$ cat src/rtl/video_timing_gen_if.sv
// video_timing_gen_if: control, external pixel source
// and aligned raster outputs of the timing generator.
interface video_timing_gen_if;
  logic        enable;
  logic [1:0]  pattern_sel;
  logic [7:0]  pix_r;
  logic [7:0]  pix_g;
  logic [7:0]  pix_b;
  logic        pix_req;
  logic [9:0]  x;
  logic [9:0]  y;
  logic        hsync;
  logic        vsync;
  logic        de;
  logic [7:0]  red;
  logic [7:0]  green;
  logic [7:0]  blue;
  logic        frame_start;
  logic [15:0] frame_cnt;

  modport master (
    input  enable, pattern_sel,
    input  pix_r, pix_g, pix_b,
    output pix_req, x, y,
    output hsync, vsync, de,
    output red, green, blue,
    output frame_start, frame_cnt
  );

  modport slave (
    output enable, pattern_sel,
    output pix_r, pix_g, pix_b,
    input  pix_req, x, y,
    input  hsync, vsync, de,
    input  red, green, blue,
    input  frame_start, frame_cnt
  );
endinterface

$ cat src/rtl/video_timing_gen.sv
// video_timing_gen: raster counters, 2-stage aligned timing and RGB.
// VTG_TEST_PATTERN_EN compiles in bars/grid/ramp test patterns.
module video_timing_gen #(
  parameter int H_ACTIVE = 640,
  parameter int H_FP     = 16,
  parameter int H_SYNC   = 96,
  parameter int H_BP     = 48,
  parameter int V_ACTIVE = 480,
  parameter int V_FP     = 10,
  parameter int V_SYNC   = 2,
  parameter int V_BP     = 33,
  parameter bit H_POL    = 1'b1,
  parameter bit V_POL    = 1'b1
) (
  input  logic pixclk,
  input  logic reset,
  video_timing_gen_if.master vif
);
  localparam int H_TOTAL = H_ACTIVE + H_FP + H_SYNC + H_BP;
  localparam int V_TOTAL = V_ACTIVE + V_FP + V_SYNC + V_BP;

  localparam logic [9:0] HA    = 10'(H_ACTIVE);
  localparam logic [9:0] HS_B  = 10'(H_ACTIVE + H_FP);
  localparam logic [9:0] HS_E  = 10'(H_ACTIVE + H_FP + H_SYNC);
  localparam logic [9:0] HT_M1 = 10'(H_TOTAL - 1);
  localparam logic [9:0] VA    = 10'(V_ACTIVE);
  localparam logic [9:0] VS_B  = 10'(V_ACTIVE + V_FP);
  localparam logic [9:0] VS_E  = 10'(V_ACTIVE + V_FP + V_SYNC);
  localparam logic [9:0] VT_M1 = 10'(V_TOTAL - 1);

  logic [9:0]  x_q;
  logic [9:0]  y_q;
  logic        x_last;
  logic        y_last;
  logic        act_c;
  logic        hs_c;
  logic        vs_c;
  logic        first_c;

  logic        s1_act;
  logic        s1_hs;
  logic        s1_vs;
  logic        s1_first;

  logic        de_q;
  logic        hs_q;
  logic        vs_q;
  logic        fs_q;
  logic [15:0] fc_q;
  logic [15:0] fc_nxt;
  logic [7:0]  r_q;
  logic [7:0]  g_q;
  logic [7:0]  b_q;

  assign x_last  = (x_q == HT_M1);
  assign y_last  = (y_q == VT_M1);
  assign act_c   = (x_q < HA) && (y_q < VA);
  assign hs_c    = (x_q >= HS_B) && (x_q < HS_E);
  assign vs_c    = (y_q >= VS_B) && (y_q < VS_E);
  assign first_c = (x_q == '0) && (y_q == '0);

  assign vif.x           = x_q;
  assign vif.y           = y_q;
  assign vif.pix_req     = act_c;
  assign vif.de          = de_q;
  assign vif.hsync       = hs_q;
  assign vif.vsync       = vs_q;
  assign vif.frame_start = fs_q;
  assign vif.frame_cnt   = fc_q;
  assign vif.red         = r_q;
  assign vif.green       = g_q;
  assign vif.blue        = b_q;

  // raster counters: x wraps per line, y advances at line end
  always_ff @(posedge pixclk) begin
    if (reset) begin
      x_q <= '0;
      y_q <= '0;
    end else if (vif.enable) begin
      if (x_last) begin
        x_q <= '0;
        y_q <= y_last ? '0 : y_q + 10'd1;
      end else begin
        x_q <= x_q + 10'd1;
      end
    end
  end

`ifdef VTG_TEST_PATTERN_EN
  localparam logic [9:0] BW_M1 = 10'(H_ACTIVE / 8 - 1);

  logic [1:0] pat_q;
  logic [9:0] bar_px;
  logic [2:0] bar_idx;
  logic       grid_c;
  logic       ext_c;
  logic       ramp_c;
  logic [7:0] pr_c;
  logic [7:0] pg_c;
  logic [7:0] pb_c;
  logic       s1_ext;
  logic       s1_ramp;
  logic [7:0] s1_r;
  logic [7:0] s1_g;
  logic [7:0] s1_b;

  assign grid_c = (x_q[4:0] == 5'd0) || (y_q[4:0] == 5'd0);

  // pattern latched at the frame seam; bar index tracks x by width
  always_ff @(posedge pixclk) begin
    if (reset) begin
      pat_q   <= '0;
      bar_px  <= '0;
      bar_idx <= '0;
    end else if (vif.enable) begin
      if (x_last && y_last)
        pat_q <= vif.pattern_sel;
      if (x_last) begin
        bar_px  <= '0;
        bar_idx <= '0;
      end else if (bar_px == BW_M1) begin
        bar_px <= '0;
        if (bar_idx != 3'd7)
          bar_idx <= bar_idx + 3'd1;
      end else begin
        bar_px <= bar_px + 10'd1;
      end
    end
  end

  // pattern colour for the current coordinate
  always_comb begin
    pr_c   = '0;
    pg_c   = '0;
    pb_c   = '0;
    ext_c  = 1'b0;
    ramp_c = 1'b0;
    unique case (1'b1)
      (pat_q == 2'd0): begin
        pr_c = {8{~bar_idx[1]}};
        pg_c = {8{~bar_idx[2]}};
        pb_c = {8{~bar_idx[0]}};
      end
      (pat_q == 2'd1): begin
        pr_c = {8{grid_c}};
        pg_c = {8{grid_c}};
        pb_c = {8{grid_c}};
      end
      (pat_q == 2'd2): begin
        pr_c   = x_q[7:0];
        pg_c   = y_q[7:0];
        ramp_c = 1'b1;
      end
      default: ext_c = 1'b1;
    endcase
  end

  // stage 1 pattern fields
  always_ff @(posedge pixclk) begin
    if (reset) begin
      s1_ext  <= 1'b0;
      s1_ramp <= 1'b0;
      s1_r    <= '0;
      s1_g    <= '0;
      s1_b    <= '0;
    end else if (vif.enable) begin
      s1_ext  <= ext_c;
      s1_ramp <= ramp_c;
      s1_r    <= pr_c;
      s1_g    <= pg_c;
      s1_b    <= pb_c;
    end
  end
`else
  logic sel_unused;
  assign sel_unused = ^vif.pattern_sel;
`endif

  // stage 1: coordinate-derived timing flags
  always_ff @(posedge pixclk) begin
    if (reset) begin
      s1_act   <= 1'b0;
      s1_hs    <= 1'b0;
      s1_vs    <= 1'b0;
      s1_first <= 1'b0;
    end else if (vif.enable) begin
      s1_act   <= act_c;
      s1_hs    <= hs_c;
      s1_vs    <= vs_c;
      s1_first <= first_c;
    end
  end

  assign fc_nxt = s1_first ? fc_q + 16'd1 : fc_q;

  // stage 2: aligned timing, colour and frame counter
  always_ff @(posedge pixclk) begin
    if (reset) begin
      de_q <= 1'b0;
      hs_q <= ~H_POL;
      vs_q <= ~V_POL;
      fs_q <= 1'b0;
      fc_q <= '0;
      r_q  <= '0;
      g_q  <= '0;
      b_q  <= '0;
    end else if (vif.enable) begin
      de_q <= s1_act;
      hs_q <= s1_hs ? H_POL : ~H_POL;
      vs_q <= s1_vs ? V_POL : ~V_POL;
      fs_q <= s1_first;
      fc_q <= fc_nxt;
      if (!s1_act) begin
        r_q <= '0;
        g_q <= '0;
        b_q <= '0;
`ifdef VTG_TEST_PATTERN_EN
      end else if (!s1_ext) begin
        r_q <= s1_r;
        g_q <= s1_g;
        b_q <= s1_ramp ? fc_nxt[7:0] : s1_b;
`endif
      end else begin
        r_q <= vif.pix_r;
        g_q <= vif.pix_g;
        b_q <= vif.pix_b;
      end
    end
  end
endmodule

$ cat src/flat_wrapper.sv
// flat-port wrapper written by rule: the top's interface ports become plain ports
module video_timing_gen_flat 
#(
  parameter int H_ACTIVE = 640,
  parameter int H_FP     = 16,
  parameter int H_SYNC   = 96,
  parameter int H_BP     = 48,
  parameter int V_ACTIVE = 480,
  parameter int V_FP     = 10,
  parameter int V_SYNC   = 2,
  parameter int V_BP     = 33,
  parameter bit H_POL    = 1'b1,
  parameter bit V_POL    = 1'b1
)
  (pixclk, reset, vif_enable, vif_pattern_sel, vif_pix_r, vif_pix_g, vif_pix_b, vif_pix_req, vif_x, vif_y, vif_hsync, vif_vsync, vif_de, vif_red, vif_green, vif_blue, vif_frame_start, vif_frame_cnt);
  video_timing_gen_if vif_i ();
  input  logic pixclk;
  input  logic reset;
  input wire logic [$bits(vif_i.enable)-1:0] vif_enable;
  input wire logic [$bits(vif_i.pattern_sel)-1:0] vif_pattern_sel;
  input wire logic [$bits(vif_i.pix_r)-1:0] vif_pix_r;
  input wire logic [$bits(vif_i.pix_g)-1:0] vif_pix_g;
  input wire logic [$bits(vif_i.pix_b)-1:0] vif_pix_b;
  output wire logic [$bits(vif_i.pix_req)-1:0] vif_pix_req;
  output wire logic [$bits(vif_i.x)-1:0] vif_x;
  output wire logic [$bits(vif_i.y)-1:0] vif_y;
  output wire logic [$bits(vif_i.hsync)-1:0] vif_hsync;
  output wire logic [$bits(vif_i.vsync)-1:0] vif_vsync;
  output wire logic [$bits(vif_i.de)-1:0] vif_de;
  output wire logic [$bits(vif_i.red)-1:0] vif_red;
  output wire logic [$bits(vif_i.green)-1:0] vif_green;
  output wire logic [$bits(vif_i.blue)-1:0] vif_blue;
  output wire logic [$bits(vif_i.frame_start)-1:0] vif_frame_start;
  output wire logic [$bits(vif_i.frame_cnt)-1:0] vif_frame_cnt;
  assign vif_i.enable = vif_enable;
  assign vif_i.pattern_sel = vif_pattern_sel;
  assign vif_i.pix_r = vif_pix_r;
  assign vif_i.pix_g = vif_pix_g;
  assign vif_i.pix_b = vif_pix_b;
  assign vif_pix_req = vif_i.pix_req;
  assign vif_x = vif_i.x;
  assign vif_y = vif_i.y;
  assign vif_hsync = vif_i.hsync;
  assign vif_vsync = vif_i.vsync;
  assign vif_de = vif_i.de;
  assign vif_red = vif_i.red;
  assign vif_green = vif_i.green;
  assign vif_blue = vif_i.blue;
  assign vif_frame_start = vif_i.frame_start;
  assign vif_frame_cnt = vif_i.frame_cnt;
  video_timing_gen #(.H_ACTIVE(H_ACTIVE), .H_FP(H_FP), .H_SYNC(H_SYNC), .H_BP(H_BP), .V_ACTIVE(V_ACTIVE), .V_FP(V_FP), .V_SYNC(V_SYNC), .V_BP(V_BP), .H_POL(H_POL), .V_POL(V_POL)) u_core (.pixclk(pixclk), .reset(reset), .vif(vif_i));
endmodule
$ cat config.mk
export PLATFORM = sky130hd
export DESIGN_NAME = video_timing_gen_flat
export DESIGN_NICKNAME = d
export VERILOG_FILES = /design/src/rtl/video_timing_gen_if.sv /design/src/rtl/video_timing_gen.sv /design/src/flat_wrapper.sv
export SDC_FILE = /design/constraint.sdc
export NUM_CORES = 1
export LEC_CHECK = 0
export ABC_AREA = 1
export ABC_CLOCK_PERIOD_IN_PS = 3100
export CORE_MARGIN = 2
export CORE_UTILIZATION = 30
export DETAILED_ROUTE_END_ITERATION = 12
export DONT_BUFFER_PORTS = 1
export REMOVE_ABC_BUFFERS = 1
export SLEW_MARGIN = 30
export SYNTH_ARGS = -nofsm -noshare
export SYNTH_HDL_FRONTEND = slang
export SYNTH_SLANG_ARGS = --single-unit
$ cat constraint.sdc
create_clock -name pixclk -period 3.1 [get_ports pixclk]
set_clock_uncertainty 0.2 [all_clocks]
set_input_delay 0.465 -clock pixclk [delete_from_list [all_inputs] [get_ports pixclk]]
set_output_delay 0.465 -clock pixclk [all_outputs]
set_load 0.01 [all_outputs]
== Word-level counts from Yosys, hierarchy flattened ==
Index checks and enable logic that the tools add are counted.

* Register bits after elaboration: 68
* Input bits: 29
* Logic and storage cells: 40

* Add/sub/neg operators: 3
* Order comparisons: 6
* Equality and inequality tests: 2
* Mux-type cells: 7
* Reductions and logical operators: 8

{| class="wikitable"
|+ Operator list
! cell !! number
|-
| two-way mux 8 bit || 3
|-
| adder 10 x 1 -> 10 bit (second input constant) || 2
|-
| == test 10 bit (second input constant) || 2
|-
| zero test 10 bit || 2
|-
| less-than comparator 10 bit (second input constant) || 2
|-
| less-than comparator 10 x 9 -> 1 bit (second input constant) || 2
|-
| two-way mux 10 bit || 2
|-
| adder 16 x 1 -> 16 bit (second input constant) || 1
|-
| greater-or-equal comparator 10 bit (second input constant) || 1
|-
| greater-or-equal comparator 10 x 9 -> 1 bit (second input constant) || 1
|-
| logical AND 1 bit || 4
|-
| AND reduction 2 bit || 2
|-
| two-way mux 1 bit || 2
|}

== Longest topological paths before layout ==
* Word-level depth: 2
* Mapped depth: 9
* Gate-level depth less buffers: 9

== Worst setup path after synthesis ==
Ideal clock, no wire load.

* Kind: register -> register
* From: reg u_core.x_q[0], in the netlist u_core.vif.x[0]
* To: reg u_core.y_q[0], in the netlist u_core.vif.y[0]
* Setup time: 0.113 ns
* Arrival time: 1.334 ns
* Path slack: 1.453 ns
* Stages on the path, launching flop included: 9
* Buffers on the path: 0
* Cell sequence: dfxtp_1 > ha_1 > nand2_1 > nor2_4 > nand3_2 > nand2_4 > nand2_4 > o21ai_1 > inv_1

* Cells in the longest elaborated chain, start to end: 2

{| class="wikitable"
|+ Ends and longest elaborated chain
! what !! RTL line !! text
|-
| from (decl) || video_timing_gen.sv:31 || <nowiki>logic [9:0] x_q;</nowiki>
|-
| from (signal assigned) || video_timing_gen.sv:84 || <nowiki>x_q <= x_q + 10'd1;</nowiki>
|-
| == test 10 bit || video_timing_gen.sv:55 || <nowiki>assign x_last = (x_q == HT_M1);</nowiki>
|-
| AND reduction 2 bit (no source line) || n/a ||
|-
| to (signal assigned) || video_timing_gen.sv:82 || <nowiki>y_q <= y_last ? '0 : y_q + 10'd1;</nowiki>
|-
| to (decl) || video_timing_gen.sv:32 || <nowiki>logic [9:0] y_q;</nowiki>
|}

Every way passes these cells.
A chain may end at the register's enable or synchronous reset.

== Worst setup path in the final report ==
* From: reg u_core.y_q[5], in the netlist u_core.vif.y[5]
* To: out vif_pix_req

* Cells in the longest elaborated chain, start to end: 2

{| class="wikitable"
|+ Ends and longest elaborated chain
! what !! RTL line !! text
|-
| less-than comparator 10 x 9 -> 1 bit || video_timing_gen.sv:57 || <nowiki>assign act_c = (x_q < HA) && (y_q < VA);</nowiki>
|-
| logical AND 1 bit || video_timing_gen.sv:57 ||
|-
| to (decl) || flat_wrapper.sv:24 || <nowiki>output wire logic [$bits(vif_i.pix_req)-1:0] vif_pix_req;</nowiki>
|}

Every way passes these cells.

==> metrics.yaml <==
grt_use_total_pct: 14.6
ys_seq_area_share_pct: 42.6
grt_pass1_wl_um: 13300
postCtsHoldBufs: 2
num-fill-cells: 1109
viasPerCell: 4.83
ys_top_cells_by_count: "nand2_1, nor2_1, dfxtp_1"
overflow: 0
wl_per_cell_um: 13.6
yosysMostFrequentCell: "nand2_1"
total_power_mw: 1.90
dieWidth_um: 107
synth_flop_cell: "dfxtp_1"
drt_pass1_iterations: 4
synth_area_leaders: "dfxtp_1, nand2_1, nor2_1, a21oi_1, nand3_1"
fin_area_mm2: 0.00358
r2r_cells: 8
drive_above_1_share_pct: 6.11
r2r_slack_ps: 1160
finalCriticalPeriod_ps: 2180
end_kind: "primary output"
vdd_drop_max_uv: 204
crit_required_ps: 2430
reg2reg_to: "u_core.vif.y[0]"
syn_area_per_cell_um2: 6.77
fin_tns_setup_ps: 0
clockBufferDepth: 2
synth_seq_cells: 68
ctsHtreeMaxLevel: 3
synth_top_cell_by_area: "dfxtp_1"
area_delta_synth_final_pct: 12.1
cts_tree: "done"
slew_headroom_pct: 40.6
min_path_cells: 1
ios: 94
cts_buffers: 9
gp_congestion: 0.815
async_reset_ff_share_pct: 0
grt_pass1_vias: 2659
worstHoldStart: "vif_enable"
slew_violations: 0
finalNonFillerCells: 611
num-nets-final: 505
dpl-instance-area_mm2: 0.00330
placedCellCount: 593
antenna_found_initial: 0
vias: 2953
critical_path_class: "reg -> out"
rows: 37
root_buffer: "clkbuf_8"
synth_enable_flop_cells: 0
hold_class: "in -> reg"
postRouteAntennaNets: 0
netlist_area_mm2: 0.00320
hpwlAfterDp_um: 5680
dieHeight_um: 107
dieArea_mm2: 0.0115
yosysUniqueCellTypes: 29
synth_top_area_share_pct: 42.6
insertedDiodeCount: 0
setup_violations: 0
timing.rr.start: "u_core.vif.x[0]"
crit_fanout: 6
clock-sinks: 68
grt_start_max_net_pins: 41
critPathArrivalTime_ps: 1510
status: "finished, final reports clean"
cts.clk_slew.worst_paths_ps: 80
rsz0062_at_grt: "false"
ys_warn_count: 0
holdPathEnd: "u_core.s1_act"
leakagePower_nw: 1.39
period_share_pct: 70.3
coreArea_mm2: 0.0103
synth_cells: 472
tightestPinTransition_ps: 890
drtIter0Drc: 190
hold_viol: 0
initial_utilization_pct: 31.0
powerDensity_mw_per_mm2: 531
drc_errors: 0
start_kind: "flop"
ctsResizeCount: 0
clk_latency_ps: 340
maxCapViolations: 0
io_buffer_count: 0
cts_setup_buffers: 0
finalWirelength_um: 8320
fmax_mhz: 459
==> sequential cells by signal, summed over array words and instances (netlist names), 8 cells and up <==
signal and count:
u_core.vif.frame_cnt 16, u_core.vif.x 10, u_core.vif.y 10, u_core.vif.blue 8
u_core.vif.green 8, u_core.vif.red 8
==> worst max-delay path, cell delays in order (launching register included) <==
cell and delay, ps:
dfxtp_1 490, nand2_1 120, nor3_1 290, nor2_1 70, nand2_1 110, inv_1 90
==> cell type report <==
class / instances / area, um2 / area share (%)
Clock buffer: 10 / 138 / 3.84
Clock inverter: 6 / 111 / 3.11
Inverter: 57 / 214 / 5.97
Multi-Input combinational cell: 332 / 1560 / 43.5
Sequential cell: 68 / 1360 / 38.0
Tap cell: 136 / 170 / 4.75
Timing Repair Buffer: 2 / 30.0 / 0.838
==> per-layer routing <==
| layer | global-route usage [%] | vias to the layer above | share of wire, % |
|---|---|---|---|
| met5 | 0 | - | 0 |
| met4 | 5.38 | 0 | 1.1 |
| met3 | 4.98 | 7 | 7.1 |
| met2 | 23.5 | 80 | 47 |
| met1 | 18.0 | 1356 | 44 |
| li1 | - | 1510 | - |
==> stage by stage <==
step	setup WS [ps]	utilization, %	hold slack (ps)
global placement	1210	32.0	265
CTS	861	34.7	2.33
detailed placement	1150	32.0	271
global route	784	34.7	0.362
finish	922	34.7	28.8
floorplan	1450	-	249
==> layout by cell type, fill, tap and decap left out, drive strengths merged, types with 2 or more instances in the layout <==
cell type,n
dfxtp,68
nor2,82
inv,55
o21ai,13
nand2,110
xor2,3
bufinv,3
nor3b,2
clkinv,4
nand4,10
nand3b,2
o211ai,2
nor3,10
nand3,45
a21oi,44
clkbuf,10
ha,6
==> report_power, final <==
part	total, mW	internal (mW)	switching, mW
combinational	0.0713	0.0256	0.0457
sequential	0.924	0.893	0.0309
clock	0.909	0.556	0.353
total	1.90	1.47	0.429
==> worst max-delay path by stage <==
stage	start	end	slack, ps	cells past startpoint
5_1_grt	u_core.vif.x[7]	vif_pix_req	780	5
3_3_place_gp	u_core.vif.x[1]	u_core.vif.y[0]	1210	8
4_1_cts	u_core.vif.y[6]	vif_pix_req	860	5
6_report	u_core.vif.y[5]	vif_pix_req	920	5
3_5_place_dp	u_core.vif.x[1]	u_core.vif.y[0]	1150	8
2_1_floorplan	u_core.vif.x[0]	u_core.vif.y[0]	1450	8
==> kinds of logic after synthesis <==
logic type | Yosys count | synth area share [%]
flip-flops | 68 | 42.6
adder cells (fa/ha/maj) | 6 | 2.35
XOR/XNOR | 3 | 0.822
AND/OR/NAND/NOR | 261 | 35.6
buffers and inverters | 72 | 8.61
AO/OA/AOI/OAI | 62 | 10.1
Note: power is estimated with default switching activity, not from simulation.
